**src/rtl/alu_issue_ctrl.sv**
```systemverilog
// alu_issue_ctrl: register file plus issue sequencer in front of a registered ALU.
// One request is accepted at a time. Both operands are read from the register file
// at accept and held on the ALU inputs while the ALU result and its zero flag settle.
// The result is then written back and completion is reported with a one-cycle done
// pulse. Illegal opcodes complete on the next cycle with an error and no writeback.
module alu_issue_ctrl #(
  parameter int N      = 16,
  parameter int ADDR_W = 3
) (
  input  logic              clk,
  input  logic              rst_n,
  input  logic              req_valid,
  output logic              req_ready,
  input  logic [2:0]        req_op,
  input  logic [ADDR_W-1:0] req_dst,
  input  logic [ADDR_W-1:0] req_src1,
  input  logic [ADDR_W-1:0] req_src2,
  input  logic              ld_en,
  input  logic [ADDR_W-1:0] ld_addr,
  input  logic [N-1:0]      ld_data,
  output logic [N-1:0]      alu_in1,
  output logic [N-1:0]      alu_in2,
  output logic [2:0]        alu_op,
  input  logic [N-1:0]      alu_out,
  input  logic              alu_z,
  output logic              done,
  output logic              done_err,
  output logic [N-1:0]      done_data,
  output logic              zero_flag
);

  localparam int DEPTH = 2 ** ADDR_W;

  typedef enum logic [1:0] {IDLE, ISSUE, WAIT1, WAIT2} state_t;

  state_t            state;
  state_t            state_next;
  logic [N-1:0]      rf [DEPTH];
  logic [ADDR_W-1:0] dst_q;
  logic              accept;
  logic              op_legal;
  logic              finish;

  // A pending load takes the slot, so requests wait while ld_en is high.
  assign req_ready = (state == IDLE) && !ld_en;
  assign accept    = req_valid && req_ready;
  assign op_legal  = (req_op <= 3'd4);
  assign finish    = (state == WAIT2);

  // State register.
  always_ff @(posedge clk or negedge rst_n) begin
    if (!rst_n) state <= IDLE;
    else        state <= state_next;
  end

  // Next state: legal ops walk ISSUE -> WAIT1 -> WAIT2 -> IDLE; illegal ops never leave IDLE.
  always_comb begin
    state_next = state;
    case (state)
      IDLE:    if (accept && op_legal) state_next = ISSUE;
      ISSUE:   state_next = WAIT1;
      WAIT1:   state_next = WAIT2;
      WAIT2:   state_next = IDLE;
      default: state_next = IDLE;
    endcase
  end

  // Register file: direct loads only in IDLE, writeback when leaving WAIT2.
  always_ff @(posedge clk or negedge rst_n) begin
    if (!rst_n) begin
      for (int i = 0; i < DEPTH; i++) rf[i] <= '0;
    end else if (state == IDLE && ld_en) begin
      rf[ld_addr] <= ld_data;
    end else if (finish) begin
      rf[dst_q] <= alu_out;
    end
  end

  // Operands and opcode are captured at a legal accept and held until the next one.
  always_ff @(posedge clk or negedge rst_n) begin
    if (!rst_n) begin
      alu_in1 <= '0;
      alu_in2 <= '0;
      alu_op  <= '0;
      dst_q   <= '0;
    end else if (accept && op_legal) begin
      alu_in1 <= rf[req_src1];
      alu_in2 <= rf[req_src2];
      alu_op  <= req_op;
      dst_q   <= req_dst;
    end
  end

  // Completion reporting: done pulses for one cycle; zero_flag only moves on legal completion.
  always_ff @(posedge clk or negedge rst_n) begin
    if (!rst_n) begin
      done      <= 1'b0;
      done_err  <= 1'b0;
      done_data <= '0;
      zero_flag <= 1'b0;
    end else begin
      done     <= 1'b0;
      done_err <= 1'b0;
      if (finish) begin
        done      <= 1'b1;
        done_data <= alu_out;
        zero_flag <= alu_z;
      end else if (accept && !op_legal) begin
        done      <= 1'b1;
        done_err  <= 1'b1;
        done_data <= '0;
      end
    end
  end

endmodule

```
**config.mk**
```make
export PLATFORM = sky130hd
export DESIGN_NAME = alu_issue_ctrl
export DESIGN_NICKNAME = d
export VERILOG_FILES = /design/src/rtl/alu_issue_ctrl.sv
export SDC_FILE = /design/constraint.sdc
export NUM_CORES = 1
export LEC_CHECK = 0
export BUFFER_PORTS_ARGS = -buffer_cell sky130_fd_sc_hd__buf_2
export CORE_MARGIN = 3
export CORE_UTILIZATION = 65
export DETAILED_ROUTE_END_ITERATION = 6
export PLACE_DENSITY_LB_ADDON = 0.15
export RECOVER_POWER = 50
export SLEW_MARGIN = 20
export SYNTH_ARGS = -nofsm -noshare
export SYNTH_HDL_FRONTEND = slang
export SYNTH_SLANG_ARGS = --single-unit
```
**constraint.sdc**
```tcl
create_clock -name clk -period 4.6 [get_ports clk]
set_input_delay 0.69 -clock clk [delete_from_list [all_inputs] [get_ports clk]]
set_output_delay 0.69 -clock clk [all_outputs]
set_load 0.005 [all_outputs]
```
==> impl_metrics.ini <==
[power_and_ir_drop]
power.leakage_uw = 0.00526
ir_drop_v = 0.000423
seqPwrFrac = 0.425
power_switching_share = 0.393
p_per_area_mw_per_mm2 = 647
intPower_uw = 4610
switchingPower_uw = 2990
p_clk_frac = 0.188
p_comb_frac = 0.387

[cts]
cts-root-buf = clkbuf_16
post_cts_buffers = 0
cts_tree = done
clockBufferDepth = 2
clk_latency_ns = 0.44
clk_pin_slew_ns = 0.07
htreeDepth = 4
cts_buffers = 17
cts_resized = 0
cts.sinks = 187
cts_hold_buffers = 0

[setup_path]
reg2reg_slack_ns = 0.89
path_class = flop to flop
crit_path_cell_trace = ha_1 > clkbuf_1 > nand4_1 > nand2_2 > a2bb2oi_1
crit_path_max_incr_delay_ns = 1.16
crit_slowest_cell = clkbuf_1
crit_required_ns = 4.94
cp_top_family = simple AND/OR/NAND/NOR gates
path_buf_inv = 1
crit_start = state[1]
worst_ep_arrival_time_ns = 4.05
start_kind = flop
worstPathMaxFanout = 41
worstReg2RegStart = state[1]
worst_setup_path_end_kind = flop

[route]
drt_iter0_drc = 1607
drc = 0
dr_total_vias = 9941
drt-total-wl_mm = 34.5
wl_per_cell_um = 24.7
dr.pass1.iters = 7
ant_nets = 0
viasPerCell = 7.14

[global_route]
grt_start_max_net_pins = 102
first_global_vias = 9623
track_usage = 0.383
grt_pass1_wl_mm = 53.4
overflow = 0
antenna_found_initial = 0

[yosys]
synth_edf_count = 0
synth.most_common_cell = dfrtp_1
synthCells = 1123
synth_cell_types = 40
ys_ff_latch = 187
synth.area.top_cells = dfrtp_1, mux2i_1, a2bb2oi_1, nand2_1, nand3_1
synth_common_cells = dfrtp_1, nand2_1, mux2i_1
yosysTopAreaCell = dfrtp_1
syn-num-nets = 1179
async_flop_share = 1.00
yosysSeqAreaShare = 0.436
syn_area_mm2 = 0.0107
avgSynthCellArea_um2 = 9.56
yosys_warnings = 0
synth_top_cell_area_share = 0.436
ys.flop_type = dfrtp_1

[die]
die_h_um = 135
start_util = 0.671
core_mm2 = 0.0160
core.rowCount = 46
io_pins = 107
die_w_um = 135
die_area_mm2 = 0.0181

[timing]
maxSlewHeadroom = -0.735
min_period_over_period = 0.806
setup_ws_ns = 0.893
setup_viol = 0
setup_tns_ns = 0
max_freq_mhz = 270
fin_crit_ns = 3.71
maxSlewViolCount = 144
hold_viol = 0
rsz0062_at_grt = no
worst_pin_slew_ns = 2.60
fin_worst_skew_ns = 0.00945

[run_status]
status = finished, violations left
violations = max-capacitance violations, max-slew violations

[placement]
gp_congestion = 0.878
pre_cts_ws_ns = 1.51
place_area_mm2 = 0.0112
dp_hpwl_mm = 21.7
numPortBuffers = 106

[cells_and_area]
nNetsFinal = 1220
diodes = 0
postLayoutCellArea_mm2 = 0.0118
syn_to_final_growth_pct = 9.47
drive_gt1_frac = 0.145

[flow_run]
max_cap_violations = 2

[hold_path]
min_from = req_dst[0]
hold_path.class = primary input to flop
[final timing paths]
check,to,cells after the start
max,rf[41],5
min,dst_q[0],3
max reg2reg,rf[41],5
min reg2reg,alu_in1[12],2
max in group asynchronous,done_data[6],2
min in group asynchronous,done_data[8],1
[logic make-up (layout without fill, tap and decap cells)]
family / after synthesis / after routing / synth area share
AOI/OAI and AO/OA: 338 / 338 / 0.225
adders and majority gates: 4 / 4 / 0.00466
buffers and inverters: 101 / 155 / 0.0454
DFF: 187 / 187 / 0.436
muxes: 133 / 133 / 0.124
and+or+nand+nor: 360 / 360 / 0.164
[routing by layer]
layer,global-route usage,wire length [um],up-vias
met4,0.211,2080,0
met2,0.600,15600,748
li1,-,-,4221
met1,0.501,12900,4832
met3,0.0808,3850,140
met5,0,0,-
[state kept, by name, indices dropped and copies added, names as in the netlist]
name and flops:
rf 128, alu_in1 16, alu_in2 16, done_data 16
alu_op 3, dst_q 3, state 2, done 1
done_err 1, zero_flag 1
[power by group through the flow]
stage / sequential [uW] / clock, uW / combinational (uW)
after floorplan: 2990 / 0 / 2150
after global placement: 3160 / 0 / 2800
after detailed placement: 3200 / 0 / 2900
after CTS: 3190 / 1430 / 2920
after global routing: 3310 / 1490 / 3200
final: 3230 / 1430 / 2940
[per-stage QoR]
stage	std cells	total power (uW)	hold slack [ns]	util
after CTS	1392	7540	0.385	0.735
after floorplan	1123	5140	0.394	-
final	1393	7600	0.445	0.735
after detailed placement	1360	6100	0.458	0.700
after global placement	1360	5960	0.456	0.700
after global routing	1393	8000	0.462	0.735
[worst reg2reg max path, delay by kind of cell, from the launching register on]
kind	cells	cell delay [ns]
flip-flops	1	0.39
AND/OR/NAND/NOR	2	1.68
AO/OA/AOI/OAI	1	0.22
buffers and inverters	1	1.16
adder cells (fa/ha/maj)	1	0.16
[cell usage in the layout (no fill, tap or decap), types with 4 or more instances in the layout]
| cell | synthesis | layout |
|---|---|---|
| a2bb2oi_2 | 9 | 9 |
| buf_2 | 39 | 90 |
| clkinv_2 | 0 | 5 |
| nor2b_1 | 25 | 22 |
| nand2_1 | 147 | 147 |
| a2bb2oi_1 | 87 | 87 |
| buf_4 | 3 | 11 |
| clkbuf_16 | 0 | 17 |
| o21ai_0 | 88 | 88 |
| ha_1 | 4 | 4 |
| and2_1 | 5 | 4 |
| o21ai_1 | 23 | 23 |
| dfrtp_1 | 187 | 186 |
| nand2b_1 | 22 | 22 |
| nand4_1 | 4 | 4 |
| mux2i_1 | 131 | 131 |
| clkbuf_1 | 46 | 16 |
| a22oi_1 | 64 | 64 |
| o22ai_1 | 32 | 32 |
| o21a_1 | 32 | 32 |
| nand3_1 | 100 | 100 |
| nor3_1 | 32 | 32 |
| nor2_1 | 5 | 4 |
| nand2_2 | 5 | 5 |
[layout make-up]
cell class / count / area (um2)
multi-input combinational: 835 / 5590
sequential: 187 / 4680
fill: 1224 / 4250
timing repair buffer: 121 / 643
clock buffer: 21 / 470
tap: 216 / 270
clock inverter: 11 / 95.1
inverter: 2 / 7.51
Note: power is estimated with default switching activity, not from simulation.
